[config.mk]
export PLATFORM = sky130hd
export DESIGN_NAME = one_cold_scan_decoder
export DESIGN_NICKNAME = d
export VERILOG_FILES = /design/src/rtl/one_cold_pkg.sv /design/src/rtl/one_cold_dec_n.sv /design/src/rtl/one_cold_scan_decoder.sv
export SDC_FILE = /design/constraint.sdc
export NUM_CORES = 1
export LEC_CHECK = 0
export CAP_MARGIN = 20
export CORE_MARGIN = 1.5
export CORE_UTILIZATION = 35
export CTS_CLUSTER_SIZE = 14
export DETAILED_ROUTE_END_ITERATION = 8
export GPL_TIMING_DRIVEN = 0
export SYNTH_ARGS = -nofsm -noshare
export SYNTH_HDL_FRONTEND = slang
export SYNTH_HIERARCHICAL = 1
export SYNTH_SLANG_ARGS = --single-unit
export TNS_END_PERCENT = 5
[constraint.sdc]
create_clock -name clk -period 3.55 [get_ports clk]
set_input_delay 0.71 -clock clk [delete_from_list [all_inputs] [get_ports clk]]
set_output_delay 0.71 -clock clk [all_outputs]
set_load 0.01 [all_outputs]
[src/rtl/one_cold_pkg.sv]
// ---------------------------------------------------------------------------
// one_cold_pkg
// Shared types and helpers for the one-cold / one-hot scan decoder.
//   state_t       : sequencer states (blank, driving a position, blank gap)
//   MODE_AUTO     : mode input value selecting automatic scanning
//   MODE_MANUAL   : mode input value selecting a held, loadable index
//   inactive_vec  : idle level of every select line for a given polarity
// ---------------------------------------------------------------------------
package one_cold_pkg;

  typedef enum logic [1:0] {
    ST_BLANK = 2'd0,
    ST_DRIVE = 2'd1,
    ST_GAP   = 2'd2
  } state_t;

  localparam logic MODE_AUTO   = 1'b0;
  localparam logic MODE_MANUAL = 1'b1;

  // Widest supported decoder; callers slice the low N_OUT bits.
  localparam int MAX_OUT = 64;

  // All lines idle: high for one-cold outputs, low for one-hot outputs.
  function automatic logic [MAX_OUT-1:0] inactive_vec(input logic active_low);
    return active_low ? {MAX_OUT{1'b1}} : {MAX_OUT{1'b0}};
  endfunction

endpackage

[src/rtl/one_cold_dec_n.sv]
// ---------------------------------------------------------------------------
// one_cold_dec_n
// Combinational index-to-N_OUT decoder with selectable polarity.
// Ports:
//   idx   in  SEL_W   index of the line to activate
//   blank in  1       1 forces every line to its idle level
//   vec   out N_OUT   decoded lines (one-cold if ACTIVE_LOW, else one-hot)
// ---------------------------------------------------------------------------
module one_cold_dec_n
  import one_cold_pkg::*;
#(
  parameter int N_OUT      = 8,
  parameter int ACTIVE_LOW = 1,
  localparam int SEL_W     = (N_OUT > 1) ? $clog2(N_OUT) : 1
) (
  input  logic [SEL_W-1:0] idx,
  input  logic             blank,
  output logic [N_OUT-1:0] vec
);

  localparam logic [MAX_OUT-1:0] IDLE = inactive_vec(ACTIVE_LOW != 0);

  genvar gi;
  generate
    for (gi = 0; gi < N_OUT; gi++) begin : g_line
      assign vec[gi] = (!blank && (idx == SEL_W'(gi))) ? ~IDLE[gi] : IDLE[gi];
    end
  endgenerate

endmodule

[src/rtl/one_cold_scan_decoder.sv]
// ---------------------------------------------------------------------------
// one_cold_scan_decoder
// Registered one-cold/one-hot select-line decoder with a scan sequencer.
// Auto mode dwells DWELL cycles on each position with GAP blank cycles in
// between; manual mode holds an index loaded through sel_in/sel_load.
// Ports:
//   clk       in   system clock
//   rst       in   synchronous active-high reset
//   en        in   0 blanks outputs and freezes the sequencer
//   mode      in   0 = auto scan, 1 = manual
//   sel_in    in   index to load in manual mode
//   sel_load  in   single-cycle load strobe (manual mode only)
//   scan_mask in   (only with SCAN_MASK_EN) positions included in auto scan
//   res       out  decoded select lines, registered
//   cur_sel   out  index currently selected, registered
//   active    out  1 while res drives a position
//   wrap      out  one-cycle pulse when the scan passes index N_OUT-1
// Optional build macro: SCAN_MASK_EN adds scan_mask and masked skipping.
// ---------------------------------------------------------------------------
module one_cold_scan_decoder
  import one_cold_pkg::*;
#(
  parameter int N_OUT      = 8,
  parameter int DWELL      = 50000,
  parameter int GAP        = 1,
  parameter int ACTIVE_LOW = 1,
  localparam int SEL_W     = (N_OUT > 1) ? $clog2(N_OUT) : 1
) (
  input  logic             clk,
  input  logic             rst,
  input  logic             en,
  input  logic             mode,
  input  logic [SEL_W-1:0] sel_in,
  input  logic             sel_load,
`ifdef SCAN_MASK_EN
  input  logic [N_OUT-1:0] scan_mask,
`endif
  output logic [N_OUT-1:0] res,
  output logic [SEL_W-1:0] cur_sel,
  output logic             active,
  output logic             wrap
);

  localparam int DW_W = (DWELL > 1) ? $clog2(DWELL) : 1;
  localparam int GW_W = (GAP > 1) ? $clog2(GAP) : 1;
  localparam logic [MAX_OUT-1:0] IDLE = inactive_vec(ACTIVE_LOW != 0);

  state_t            state_reg, state_next;
  logic [SEL_W-1:0]  cur_sel_reg, sel_next;
  logic [DW_W-1:0]   dwell_cnt_reg, dwell_next;
  logic [GW_W-1:0]   gap_cnt_reg, gap_next;
  logic [N_OUT-1:0]  res_reg, dec_vec;
  logic              active_reg, active_next;
  logic              wrap_reg, wrap_next;

  logic              sel_valid, load_ok, dwell_done, gap_done;
  logic              mask_empty;
  logic [SEL_W-1:0]  adv_idx;
  logic              adv_wrap;

  // Indices beyond N_OUT-1 can only occur for non-power-of-2 N_OUT.
  assign sel_valid  = int'(sel_in) < N_OUT;
  assign load_ok    = (mode == MODE_MANUAL) && sel_load && sel_valid;
  assign dwell_done = int'(dwell_cnt_reg) == DWELL - 1;
  assign gap_done   = (GAP == 0) || (int'(gap_cnt_reg) == GAP - 1);

`ifdef SCAN_MASK_EN
  logic adv_found;
  int   adv_t;

  // Next enabled position after cur_sel, searching cyclically. With a
  // single enabled bit the search lands back on cur_sel itself.
  always_comb begin
    adv_idx   = cur_sel_reg;
    adv_found = 1'b0;
    adv_t     = 0;
    for (int k = 1; k <= N_OUT; k++) begin
      adv_t = int'(cur_sel_reg) + k;
      if (adv_t >= N_OUT) adv_t = adv_t - N_OUT;
      if (!adv_found && scan_mask[adv_t]) begin
        adv_idx   = SEL_W'(adv_t);
        adv_found = 1'b1;
      end
    end
  end

  assign mask_empty = (scan_mask == '0);
`else
  assign adv_idx    = (cur_sel_reg == SEL_W'(N_OUT - 1)) ? '0 : cur_sel_reg + 1'b1;
  assign mask_empty = 1'b0;
`endif

  // Any advance that does not move to a higher index has passed N_OUT-1.
  assign adv_wrap = (adv_idx <= cur_sel_reg);

  always_comb begin
    state_next = state_reg;
    sel_next   = cur_sel_reg;
    dwell_next = dwell_cnt_reg;
    gap_next   = gap_cnt_reg;
    wrap_next  = 1'b0;
    if (!en) begin
      state_next = ST_BLANK;
      dwell_next = '0;
      gap_next   = '0;
    end else begin
      case (state_reg)
        ST_BLANK: begin
          dwell_next = '0;
          gap_next   = '0;
          // A load arriving while blanked only retargets cur_sel; the
          // new position is driven from the following edge.
          if (load_ok)
            sel_next = sel_in;
          else if ((mode == MODE_AUTO) && mask_empty)
            state_next = ST_GAP;
          else
            state_next = ST_DRIVE;
        end
        ST_DRIVE: begin
          if (mode == MODE_MANUAL) begin
            dwell_next = '0;
            if (load_ok) sel_next = sel_in;
          end else if (dwell_done) begin
            dwell_next = '0;
            if ((GAP == 0) && !mask_empty) begin
              sel_next  = adv_idx;
              wrap_next = adv_wrap;
            end else begin
              state_next = ST_GAP;
              gap_next   = '0;
            end
          end else begin
            dwell_next = dwell_cnt_reg + 1'b1;
          end
        end
        ST_GAP: begin
          if (mode == MODE_MANUAL) begin
            // Switching to manual abandons the gap and re-drives cur_sel.
            state_next = ST_DRIVE;
            dwell_next = '0;
            gap_next   = '0;
            if (load_ok) sel_next = sel_in;
          end else if (mask_empty) begin
            state_next = ST_GAP;
          end else if (gap_done) begin
            state_next = ST_DRIVE;
            sel_next   = adv_idx;
            wrap_next  = adv_wrap;
            dwell_next = '0;
            gap_next   = '0;
          end else begin
            gap_next = gap_cnt_reg + 1'b1;
          end
        end
        default: state_next = ST_BLANK;
      endcase
    end
  end

  assign active_next = (state_next == ST_DRIVE);

  // Decode the next-state index so res registers on the same edge as
  // cur_sel and active.
  one_cold_dec_n #(
    .N_OUT      (N_OUT),
    .ACTIVE_LOW (ACTIVE_LOW)
  ) u_dec (
    .idx   (sel_next),
    .blank (!active_next),
    .vec   (dec_vec)
  );

  always_ff @(posedge clk) begin
    if (rst) begin
      state_reg     <= ST_BLANK;
      cur_sel_reg   <= '0;
      dwell_cnt_reg <= '0;
      gap_cnt_reg   <= '0;
      res_reg       <= IDLE[N_OUT-1:0];
      active_reg    <= 1'b0;
      wrap_reg      <= 1'b0;
    end else begin
      state_reg     <= state_next;
      cur_sel_reg   <= sel_next;
      dwell_cnt_reg <= dwell_next;
      gap_cnt_reg   <= gap_next;
      res_reg       <= dec_vec;
      active_reg    <= active_next;
      wrap_reg      <= wrap_next;
    end
  end

  assign res     = res_reg;
  assign cur_sel = cur_sel_reg;
  assign active  = active_reg;
  assign wrap    = wrap_reg;

endmodule
### Yosys cells after proc, flatten, opt, wreduce, memory -nomap -nowiden

Cells that the tools add are included.

* register bits after elaboration: 32
* logic and storage cells: 76
* input port bits: 8
* output and inout bits: 13

* add/subtract/negate cells: 3
* order comparisons: 1
* reductions and logical operators: 16
* eq/ne operators: 15
* muxes and demuxes: 32
* bitwise operators: 2

Operators by type and width (count)
* 16-bit two-way mux: 4
* 16-bit case mux with 3 select lines: 1
* 3-bit two-way mux: 6
* 16-bit by 1-bit adder with 16-bit output (second input constant): 1
* 16-bit by 15-bit equality test with 1-bit output (second input constant): 1
* 3-bit equality test (second input constant): 5
* 1-bit two-way mux: 12
* 2-bit two-way mux: 6
* 1-bit logical AND: 9
* 3-bit case mux with 3 select lines: 1
* 3-bit by 2-bit equality test with 1-bit output (second input constant): 2
* 2-bit case mux with 3 select lines: 1
* 5-bit OR reduction: 1
* 2-bit by 1-bit equality test with 1-bit output (second input constant): 2
* 2-bit != test (second input constant): 2
* 3-bit by 1-bit adder with 3-bit output (second input constant): 1
* 3-bit by 1-bit equality test with 1-bit output (second input constant): 1
* 3-bit less-or-equal comparator: 1
* 3-bit zero test: 1
* 3-bit != test (second input constant): 1
* 1-bit case mux with 3 select lines: 1
* 3-bit AND reduction: 1
* 3-bit nonzero test: 1
* 2-bit equality test (second input constant): 1
* other kinds (5): 6

### Logic depth before layout (Yosys ltp)

* depth after elaboration: 9
* mapped depth: 7
* depth with buffers taken out: 7

### Hierarchy

Netlist, hierarchy kept.

Modules (own cells, without submodules)
* one_cold_scan_decoder: cells each 163, seq. area each 620.6 sq um, area an instance 1463.9 sq um, instances 1
* one_cold_dec_n: cells each 8, seq. area each 0.0 sq um, area an instance 80.1 sq um, instances 1

### Worst setup path after synthesis

Ideal clock, no wire load.

* path type: input to register
* start: input mode
* end: register res_reg[0], in the netlist res[0]
* path slack: 1.061 ns
* setup time: 0.123 ns
* buffers on the path: 1
* required time: 3.427 ns
* stages: 7
* arrival: 2.366 ns
* cells stage by stage: clkbuf_1 -> nand2_1 -> o22a_1 -> a32oi_1 -> nand2_1 -> or4_1 -> or2_2

* word-level cells in the longest chain between the ends: 8
* elaborated cells between the ends (all ways): 15
* those cells by class: eq/ne: 1; mux: 11; reduce/logical: 3

RTL lines
* start, declared: line one_cold_scan_decoder.sv:32 `input logic mode,`
* 1-bit logical AND: line one_cold_scan_decoder.sv:63 `assign load_ok = (mode == MODE_MANUAL) && sel_load && sel_valid;`
* 3-bit two-way mux: line one_cold_scan_decoder.sv:113, one_cold_scan_decoder.sv:123, one_cold_scan_decoder.sv:143
* 3-bit two-way mux, on equally long branches: line one_cold_scan_decoder.sv:138, one_cold_scan_decoder.sv:121
* 3-bit case mux with 3 select lines (*): line one_cold_scan_decoder.sv:107 `case (state_reg)`
* 3-bit two-way mux (*): line one_cold_scan_decoder.sv:102 `if (!en) begin`
* via sel_next[0]: line one_cold_scan_decoder.sv:49 `logic [SEL_W-1:0] cur_sel_reg, sel_next;`
* 3-bit zero test (*): line one_cold_dec_n.sv:26 `assign vec[gi] = (!blank && (idx == SEL_W'(gi))) ? ~IDLE[gi] : IDLE[gi];`
* 1-bit logical AND (*): line one_cold_dec_n.sv:26
* 1-bit two-way mux (*): line one_cold_dec_n.sv:26
* via dec_vec[0]: line one_cold_scan_decoder.sv:52 `logic [N_OUT-1:0] res_reg, dec_vec;`
* end signal, assigned: line one_cold_scan_decoder.sv:180 `res_reg <= IDLE[N_OUT-1:0];`
* end signal, assigned: line one_cold_scan_decoder.sv:188 `res_reg <= dec_vec;`
* end, declared: line one_cold_scan_decoder.sv:52

Mark *: on every way through the listed nets, which the timed path passes. The rest lies on a longest branch.
A chain may end at the register's enable or synchronous reset.

### Worst setup path after layout

* start: input en
* end: register res_reg[4], in the netlist res[4]

* word-level cells in the longest chain between the ends: 4
* elaborated cells between the ends (all ways): 6
* those cells by class: eq/ne: 2; mux: 3; reduce/logical: 1

RTL lines
* start, declared: line one_cold_scan_decoder.sv:31 `input logic en,`
* 3-bit two-way mux: line one_cold_scan_decoder.sv:102
* via sel_next[2]: line one_cold_scan_decoder.sv:49
* 3-bit equality test: line one_cold_dec_n.sv:26
* 1-bit logical AND: line one_cold_dec_n.sv:26
* 1-bit two-way mux: line one_cold_dec_n.sv:26
* via dec_vec[4]: line one_cold_scan_decoder.sv:52

The timed path passes the listed nets, and every way through them passes these cells.

==> impl_summary.md <==
Critical path
The arrival time at the worst endpoint is 3250 ps. The worst register-to-register path has a depth of 6. The setup check on the worst reg-to-reg path leaves a slack of about 840 ps. The startpoint identified for the worst register-to-register timing path is state_reg[1]. The reg-to-reg endpoint is res[4]. The kind of critical path is in2reg. The worst setup path is launched from an input pin. STA puts the critical path data required time at 3720 ps. Of all nets on the critical path, the largest fanout is 9.

The worst setup path is captured at a flip-flop.

Timing
The total count of hold-check failures in the final report is 0. The number of pins with negative max-slew slack in the final report was 0. For the finished layout, the period the worst path requires is 3080 ps.

Setup repair after global routing left no endpoint under its margin. The worst-margin pin slew is 1090 ps. The post-route fraction of the period consumed by the critical path is 0.868.

Setup violations remaining at the end of the flow were counted as 0. The maximum clock rate is 324 MHz. For the final database, setup skew stands at around 7.3 ps.

The remaining max-slew budget at the tightest pin is 0.267. Adding up every negative setup slack in the final design gives 0 ps.

Outcome
The run finished with clean final reports.

Floorplan
The die covers 4820 µm². The floorplan step defined a core boundary enclosing 4120 µm². The overall die width is 69.4 µm. The die span in y is 69.4 µm. For this configuration, the core starts out at a cell density of 0.375. The number of rows created at floorplan is 23. During I/O placement, the number of pins put on the boundary was 21.

Logic synthesis
Yosys printed 6 warnings. The number of nets produced by synthesis is between 150 and 200. The main flop type after synthesis is dfxtp_1. For this run, the register share of the synthesized area comes to 0.402. A synthesized cell averages ~9 µm². Synthesis instantiated 45 different standard cells from the library. By count the netlist is led by dfxtp_1 (31), nor2_1 (13), nand2_1 (11).

The proportion of register bits with asynchronous set or reset after synthesis is 0. In the post-synthesis netlist, the biggest area contributors are dfxtp_1 (40%), a21oi_1 (3.2%), or2_2 (3.2%), nor2_1 (3.2%), nand4_1 (2.8%). After synthesis the netlist holds a flip-flop and latch count of 31. The number of synthesized flops with an enable pin is 0. The most frequently used cell type in the post-synthesis netlist is dfxtp_1.

In the synthesized netlist, the number of instances is 171. The library cell with the largest summed area after synthesis is dfxtp_1. The share of synthesized area in the top cell type comes to 0.402.

The cell area after synthesis is 1540 µm².

GRT
The initial antenna violation count came to 0. The number of global-route vias before repair was about 1300. The overall routing resource usage is 0.145. The first-pass GRT wire length is 5.64 mm. The final global-route overflow total is 0. The maximum number of pins on one net before global-route repair is 11.

Clocking
The number of setup buffers added after CTS is 0. The clock passes through at most 2 buffers. Clock-pin slew was measured on the worst setup and hold paths at 60 ps.

The clock root buffer is clkbuf_8. The number of buffers created by CTS is 5. The clock reaches the later pin of the worst-skew pair after 280 ps. TritonCTS built the clock tree. The number of hold buffers added after CTS was 0.

The post-CTS resize count is 0. The tree built by TritonCTS fans out to 31 sinks. The level count of the clock H-tree is 2.

Placement
After detailed placement, the total cell area comes to 1810 µm². Once detailed placement completed, the half-perimeter wirelength came to about 2.5 mm. The congestion estimate from routability-driven global placement came to 0.786. Buffers placed on the I/O ports in this run total 20.

Detailed routing
The number of violations reported at the end of detailed-routing iteration 0 is 43. The DRC violation count after routing is 0. The number of detailed-routing iterations run before antenna repair is 4. The count of nets left with antenna violations after detail routing is 0. The per-cell routed wire length is between 10 and 15 µm.

The final routed wirelength across all metal layers is roughly 3.4 mm. Detailed routing inserted a total of 1368 vias. The detailed-route vias per instance is 5.49.

Finish
The final-stage net count is roughly 210. Relative to the synthesized area, the layout overhead comes to 22.3%. The antenna diode instance count is 0. The register with the most flip-flops in the layout has 16 of them. The filler cells instantiated in the layout total 403. Of the cells placed in the final design, the portion with a size suffix greater than 1 is 0.121. The final non-filler cell area is 1890 µm².

Power
The switching power is 0.154 mW. The internal portion of the total power is 0.523 mW. In this run the static leakage power is 0.590 nW. In this run the power density over the cells is 359 nW/µm². The share of total power dissipated in combinational logic is 0.091.

The worst-case vdd ir drop is 0.000195 V. Of the total power, the share spent switching nets is 0.228. The part of the power in the clock network is 0.381. The part of the total power dissipated in sequential elements is 0.528.

Run
The number of maximum-capacitance constraint violations is 0.

Worst hold path
The origin of the worst min-delay path is dwell_cnt_reg[15]. The cell depth of the worst hold path is 2. The worst hold path belongs to the class reg2reg. The end point of the most critical hold path is dwell_cnt_reg[15].
[worst max-delay path, cell delays in order]
cell and delay (ps):
clkdlybuf4s50_1 510, a21boi_0 440, a21oi_1 120, o21ai_0 700
or4b_1 490, or2_2 270
[cell families after synthesis]
logic type	count (synthesis)	synth area share
flip-flops	31	0.402
buffers and inverters	9	0.0284
multiplexers	1	0.00729
AO/OA/AOI/OAI	32	0.139
XOR/XNOR	10	0.0567
AND/OR/NAND/NOR	85	0.342
adder cells (fa/ha/maj)	3	0.0243
[metrics by stage]
step                power [mW]  instances  utilization  setup slack (ps)  hold slack [ps]
global route             0.708        249        0.459               373              515
CTS                      0.687        249        0.459               526              493
finish                   0.677        249        0.459               468              490
floorplan                0.400        171            -              1060              447
detailed placement       0.426        241        0.439               219              484
global placement         0.424        241        0.439               304              470
[worst max-delay path by stage]
| stage | from | end | slack [ps] | cells after the start |
|---|---|---|---|---|
| 3_3_place_gp | mode | res[0] | 300 | 8 |
| 3_5_place_dp | mode | res[2] | 220 | 8 |
| 5_1_grt | en | res[4] | 370 | 6 |
| 6_report | en | res[4] | 470 | 6 |
| 4_1_cts | mode | res[2] | 530 | 8 |
| 2_1_floorplan | mode | res[0] | 1060 | 7 |
[power by group through the flow]
| stage | clock, mW | combinational (mW) | sequential (mW) |
|---|---|---|---|
| 2_1_floorplan | 0 | 0.0335 | 0.366 |
| 3_3_place_gp | 0 | 0.0594 | 0.365 |
| 3_5_place_dp | 0 | 0.0610 | 0.365 |
| 4_1_cts | 0.268 | 0.0616 | 0.357 |
| 5_1_grt | 0.283 | 0.0676 | 0.357 |
| 6_report | 0.258 | 0.0617 | 0.357 |
[routing by layer]
metal	vias up	track usage	part of all wire
met5	-	0	0
met1	637	0.174	0.47
met2	33	0.237	0.47
met3	6	0.0465	0.042
li1	692	-	-
met4	0	0.0610	0.016
[cell type report]
class / instances / area (µm²) / share of cell area
Buffer: 7 / 36.3 / 0.0192
Clock buffer: 7 / 76.3 / 0.0404
Clock inverter: 1 / 5.00 / 0.00265
Inverter: 2 / 7.51 / 0.00398
Multi-Input combinational cell: 131 / 880 / 0.466
Sequential cell: 31 / 621 / 0.329
Tap cell: 50 / 62.6 / 0.0331
Timing Repair Buffer: 20 / 200 / 0.106
[cells in the final DEF (no fill, tap or decap), types with 6 or more instances in the layout]
cell / netlist / layout
nand2_1: 11 / 11
a21oi_1: 10 / 10
nand4_1: 7 / 7
dfxtp_1: 31 / 31
clkbuf_1: 4 / 6
clkdlybuf4s50_1: 0 / 20
nor2_1: 13 / 13
or2_2: 8 / 8
(Power assumes the default switching activity.)
